--- config.mk ---
export PLATFORM = sky130hd
export DESIGN_NAME = rr_arb8_stage
export DESIGN_NICKNAME = d
export VERILOG_FILES = /design/src/rtl/tb_mux_pkg.sv /design/src/rtl/rr_pick8.sv /design/src/rtl/rr_arb8_stage.sv
export SDC_FILE = /design/constraint.sdc
export NUM_CORES = 1
export LEC_CHECK = 0
export ABC_AREA = 1
export BUFFER_PORTS_ARGS = -buffer_cell sky130_fd_sc_hd__buf_2
export CAP_MARGIN = 20
export CELL_PAD_IN_SITES_DETAIL_PLACEMENT = 1
export CELL_PAD_IN_SITES_GLOBAL_PLACEMENT = 2
export CORE_ASPECT_RATIO = 0.75
export CORE_MARGIN = 2
export CORE_UTILIZATION = 25
export CTS_BUF_LIST = sky130_fd_sc_hd__clkbuf_8
export DETAILED_ROUTE_END_ITERATION = 12
export PLACE_DENSITY = 0.89
export RECOVER_POWER = 100
export SLEW_MARGIN = 5
export SYNTH_ARGS = -nofsm -noshare
export SYNTH_HDL_FRONTEND = slang
export SYNTH_HIERARCHICAL = 1
export SYNTH_SLANG_ARGS = --single-unit
export TNS_END_PERCENT = 1
--- constraint.sdc ---
create_clock -name clk -period 3.6 [get_ports clk]
set_clock_uncertainty 0.2 [all_clocks]
set_input_delay 0.18 -clock clk [delete_from_list [all_inputs] [get_ports clk]]
set_output_delay 0.18 -clock clk [all_outputs]
set_load 0.01 [all_outputs]
--- src/rtl/tb_mux_pkg.sv ---
// ---------------------------------------------------------------------------
// tb_mux_pkg
//   Shared constants and the round-robin pick function for the 8:1 funnel
//   that sits in front of mux8.
//
//   NUM_REQ : requester count (fixed at 8)
//   SEL_W   : width of the mux8 select / requester index
//   rr_pick : given a request vector and the current highest-priority
//             index, returns {found, idx}. idx is the first requester at or
//             after ptr (mod 8) with a request; when nothing is requesting,
//             found=0 and idx=ptr, so the select holds steady.
// ---------------------------------------------------------------------------
package tb_mux_pkg;

    localparam int NUM_REQ = 8;
    localparam int SEL_W   = 3;

    function automatic logic [SEL_W:0] rr_pick(input logic [NUM_REQ-1:0] req,
                                               input logic [SEL_W-1:0]   ptr);
        logic             found;
        logic [SEL_W-1:0] idx;
        logic [SEL_W-1:0] cand;
        found = 1'b0;
        idx   = ptr;
        for (int k = 0; k < NUM_REQ; k++) begin
            cand = ptr + SEL_W'(k);
            if (!found && req[cand]) begin
                found = 1'b1;
                idx   = cand;
            end
        end
        return {found, idx};
    endfunction

endpackage

--- src/rtl/rr_pick8.sv ---
// ---------------------------------------------------------------------------
// rr_pick8
//   Pure combinational round-robin picker: rotates the request vector so
//   that ptr lands at bit 0, finds the lowest set bit, and maps it back to
//   an absolute requester index.
//
//   req   in  [7:0]  request vector
//   ptr   in  [2:0]  highest-priority index
//   found out        at least one request is present
//   win   out [2:0]  winning index; equals ptr when found=0
// ---------------------------------------------------------------------------
module rr_pick8
    import tb_mux_pkg::*;
(
    input  logic [NUM_REQ-1:0] req,
    input  logic [SEL_W-1:0]   ptr,
    output logic               found,
    output logic [SEL_W-1:0]   win
);

    logic [NUM_REQ-1:0] rot;
    logic [SEL_W-1:0]   off;

    // rot[k] is the request of the requester k places after ptr.
    always_comb begin
        for (int k = 0; k < NUM_REQ; k++) begin
            rot[k] = req[ptr + SEL_W'(k)];
        end
    end

    // Find-first from bit 0; scanning downwards lets the lowest hit win.
    always_comb begin
        off = '0;
        for (int k = NUM_REQ - 1; k >= 0; k--) begin
            if (rot[k]) begin
                off = SEL_W'(k);
            end
        end
    end

    assign found = |req;
    assign win   = ptr + off;  // off=0 when idle, so win falls back to ptr

endmodule

--- src/rtl/rr_arb8_stage.sv ---
// ---------------------------------------------------------------------------
// rr_arb8_stage
//   Round-robin arbiter plus registered output stage upstream of mux8.
//   The arbiter drives mux8's select; mux8's word comes back on mux_data and
//   is captured into a valid/ready output register tagged with its source.
//
//   clk        in               rising-edge clock
//   rst        in               synchronous active-high reset
//   req        in  [7:0]        per-requester request (not latched here)
//   gnt        out [7:0]        one-hot grant, only in the accept cycle
//   sel        out [2:0]        select to mux8
//   mux_data   in  [DW-1:0]     mux8 output for the current sel
//   out_valid  out              output register holds a word
//   out_ready  in               downstream takes out_data this cycle
//   out_data   out [DW-1:0]     captured word
//   out_src    out [2:0]        requester index that produced out_data
//
//   Handshake: a word moves downstream on any edge where out_valid and
//   out_ready are both high; while out_valid=1 and out_ready=0 the output
//   (out_valid, out_data, out_src) is frozen. A requester is served on the
//   edge after its gnt bit is high and must drop or advance req next cycle.
// ---------------------------------------------------------------------------
module rr_arb8_stage #(
    parameter int DATA_WIDTH = 32,
    parameter int NUM_REQ    = 8
) (
    input  logic                        clk,
    input  logic                        rst,
    input  logic [NUM_REQ-1:0]          req,
    output logic [NUM_REQ-1:0]          gnt,
    output logic [$clog2(NUM_REQ)-1:0]  sel,
    input  logic [DATA_WIDTH-1:0]       mux_data,
    output logic                        out_valid,
    input  logic                        out_ready,
    output logic [DATA_WIDTH-1:0]       out_data,
    output logic [$clog2(NUM_REQ)-1:0]  out_src
);

    import tb_mux_pkg::SEL_W;

    if (NUM_REQ != 8) begin : g_bad_num_req
        $error("rr_arb8_stage: NUM_REQ must be 8");
    end

    logic [SEL_W-1:0] ptr;
    logic [SEL_W-1:0] win;
    logic             found;
    logic             accept;

    rr_pick8 u_pick (
        .req   (req),
        .ptr   (ptr),
        .found (found),
        .win   (win)
    );

    // A new word may enter when the register is empty or being drained in
    // the same cycle; this is what gives one word per cycle at full rate.
    assign accept = found & (~out_valid | out_ready) & ~rst;

    // sel keeps tracking the winner even during a stall so mux8 settles.
    assign sel = win;

    always_comb begin
        gnt = '0;
        if (accept) begin
            gnt[win] = 1'b1;
        end
    end

    always_ff @(posedge clk) begin
        if (rst) begin
            ptr       <= '0;
            out_valid <= 1'b0;
            out_data  <= '0;
            out_src   <= '0;
        end else if (accept) begin
            out_data  <= mux_data;
            out_src   <= win;
            out_valid <= 1'b1;
            ptr       <= win + 1'b1;  // 7 wraps to 0 in 3 bits
        end else if (out_valid && out_ready) begin
            // Drained with nothing to replace it; data/src keep stale values.
            out_valid <= 1'b0;
        end
    end

endmodule

==> results.cfg <==
[synth]
synth-edff-count = 0
ys_seq_area_frac = 0.384
synth_nets = 345
ys_seq_elements = 39
most_used_dff_post_synth = dfxtp_1
synthDistinctLibCells = 29
synthArstFlopShare = 0
syn-instance-count = 297
syn_area_per_cell_um2 = 6.85
syn-cell-area_um2 = 2040
ys_warn_count = 6

[grt]
wire_length_of_the_first_global_routing_pass_um = 11200
antenna_found_initial = 0
groute.usage.overall = 0.158
grt_pass1_vias = 2364
largest_net_degree_at_the_start_of_global_routing = 38
grt_overflow_total = 0

[layout]
most-common-layout-cells = 117 x nand2_1, 52 x nand3_1, 52 x buf_2
area_overhead_vs_synth_pct = 56.7
filler_cell_count = 1046
finish.instance_area_um2 = 3190
final_common_cell = nand2_1
flip_flop_and_latch_area_um2 = 787
share_of_final_layout_standard_cells_stronger_than_drive_strength_1 = 0.295
design.final.nets = 481
antenna-diode-count = 0
multi_input_area_um2 = 1180

[worst_hold_path]
worst_hold_path_type = primary input to flip-flop
hold_path_end = out_valid
worst_hold_path.num_cells = 4
timing.hold.worst.start = out_ready

[sta]
worst_slew_pin_slew_ns = 1.29
timing.final.crit_share = 1.01
timing.final.max_slew_violations = 0
report.final.setup_viol = 2
period_minus_slack_ns = 3.62
grt_setup_unrepaired = yes
slew-limit-headroom = 0.138
timing.final.hold_violations = 0
worst_slack_ns = -0.0248
clock.fmax_mhz = 276

[clock_network]
clkLatencyLatePin_ns = 0.29
max_clock_buf_depth = 2
tritoncts_clock_tree = done
h-tree-depth = 2
cts_made_buffers = 5
clk_root_buffer_cell = clkbuf_8
cts.reportedPaths.clkPinSlew_ns = 0.08
cts.sink_count = 39

[routing]
initialDrtViolationCount = 76
drt_wl_total_um = 7470
vias = 2401
route.detailed.vias_per_inst = 4.45
detail_route.wl_per_cell_um = 13.9
antenna_violating_nets_post_route = 0
drc = 0
firstDrtPassIters = 4

[critical_path]
r2r_end = ptr[2]
worst_ep_arrival_time_ns = 3.24
critPathKind = flip-flop to output pin
crit_path_start_kind = flip-flop
critPathRequiredTime_ns = 3.22
reg2reg_from = ptr[0]
timing.critical_path.fanout_max = 7
worst-r2r-setup-slack_ns = 0.17
timing.reg2reg.worst_path_depth = 24
setup.worst_path.end_class = output pin

[power]
share_comb_of_total_power = 0.573
power.ir.vdd_worst_mv = 0.210
power_density_nw_per_um2 = 663
power_report.internal_total_mw = 1.20
clock_power_share = 0.177
report.power.total_mw = 2.12
total_leakage_power_nw = 1.60
p_seq_frac = 0.250
total_switching_power_uw = 920
power.share.switching = 0.435

[run_status]
failed_checks = setup timing
status = complete, but fails checks

[die]
dieHeight_um = 82.2
die-area_um2 = 8890
i_o_pin_cnt = 90
coreArea_um2 = 7880
floorplan.die.width_um = 108
start_util = 0.258
rows = 28

[placement]
post_dp_cell_area_um2 = 2560
detailed_place_hpwl_um = 4970
finalWeightedCongestion = 0.827
number_of_input_and_output_port_buffers_inserted = 89

[job]
maxCapViolations = 0
worst max-delay path, stage by stage, from the launching register on:
cell and delay [ns]:
dfxtp_4 0.41, inv_8 0.06, ha_4 0.30, inv_4 0.05, nand3_2 0.07, nand3_1 0.11, nand2_2 0.09, nand2_1 0.05
nand2_1 0.05, nand2_1 0.04, nand2_1 0.07, nand2_2 0.05, a21oi_2 0.14, ha_2 0.17, inv_1 0.05, fa_2 0.39
xor2_2 0.15, nand3b_1 0.15, nand2_1 0.08, inv_2 0.07, inv_2 0.07, nand2_2 0.06, nor2_2 0.11, buf_2 0.14
stage by stage:
stage	setup TNS [ns]	cells	setup slack [ns]	util	hold slack, ns
2_1_floorplan	0	297	0.220	-	0.0491
3_3_place_gp	0	484	0.224	0.324	0.174
3_5_place_dp	0	484	0.0306	0.324	0.181
4_1_cts	0	526	0.00429	0.387	0.0565
5_1_grt	-2.25	539	-0.295	0.405	0.0792
6_report	-0.0344	539	-0.0248	0.405	0.0580
cell families after synthesis:
| kind of cell | after synthesis | synth area share |
|---|---|---|
| adder cells (fa/ha/maj) | 5 | 0.0344 |
| AND/OR/NAND/NOR | 211 | 0.455 |
| buffers and inverters | 31 | 0.0848 |
| XOR/XNOR | 4 | 0.0209 |
| AO/OA/AOI/OAI | 7 | 0.0215 |
| flip-flops | 39 | 0.384 |
what timing repair did:
action                                  CTS  global route
hold endpoints to repair                 33             0
endpoints found under the setup margin    9             9
hold buffers                             33             0
pin swaps                                 2            16
cloned                                    0             1
gates resized for setup                  11            23
buffers inserted                          1            12
cell usage after synthesis, types with 2 or more instances:
cell type | count | area share
buf_6 | 5 | 0.028
nand2_2 | 10 | 0.031
nand3_2 | 2 | 0.0098
xor2_1 | 2 | 0.0086
nor2_1 | 11 | 0.020
ha_1 | 4 | 0.025
inv_1 | 15 | 0.028
nand3_1 | 56 | 0.14
dfxtp_1 | 39 | 0.38
buf_2 | 5 | 0.012
nand2_1 | 126 | 0.23
nor4_1 | 2 | 0.0061
a21oi_1 | 4 | 0.0098
final cells by class:
type	count	share of cell area
Tap cell	105	0.0412
Multi-Input combinational cell	227	0.369
Timing Repair Buffer	141	0.281
Sequential cell	39	0.247
Clock buffer	5	0.0216
Inverter	19	0.0263
Clock inverter	3	0.0145
power by group through the flow:
stage,registers [mW],clock network (mW),logic [mW]
floorplan,0.549,0,0.627
global placement,0.527,0,0.924
detailed placement,0.529,0,0.946
CTS,0.522,0.386,1.02
global route,0.536,0.413,1.35
finish,0.529,0.375,1.21
how the worst max path moves through the flow:
stage	cells past startpoint	from	end	slack [ns]
floorplan	22	ptr[1]	gnt[2]	0.22
global placement	23	ptr[0]	gnt[0]	0.22
detailed placement	22	ptr[0]	gnt[7]	0.03
CTS	21	ptr[0]	gnt[7]	0.004
global route	24	ptr[0]	gnt[3]	-0.29
finish	23	ptr[0]	gnt[3]	-0.02
routing by layer:
metal  vias to the layer above  track usage  part of all wire
met4                         0       0.0397             0.018
met3                        12       0.0220             0.028
li1                       1215            -                 -
met2                        52        0.276              0.51
met5                         -            0                 0
met1                      1122        0.208              0.44
state kept, by name (all words and copies together), names as in the netlist:
| signal | cells |
|---|---|
| ptr | 3 |
| out_valid | 1 |
| out_data | 32 |
| out_src | 3 |
(Power assumes the default switching activity.)
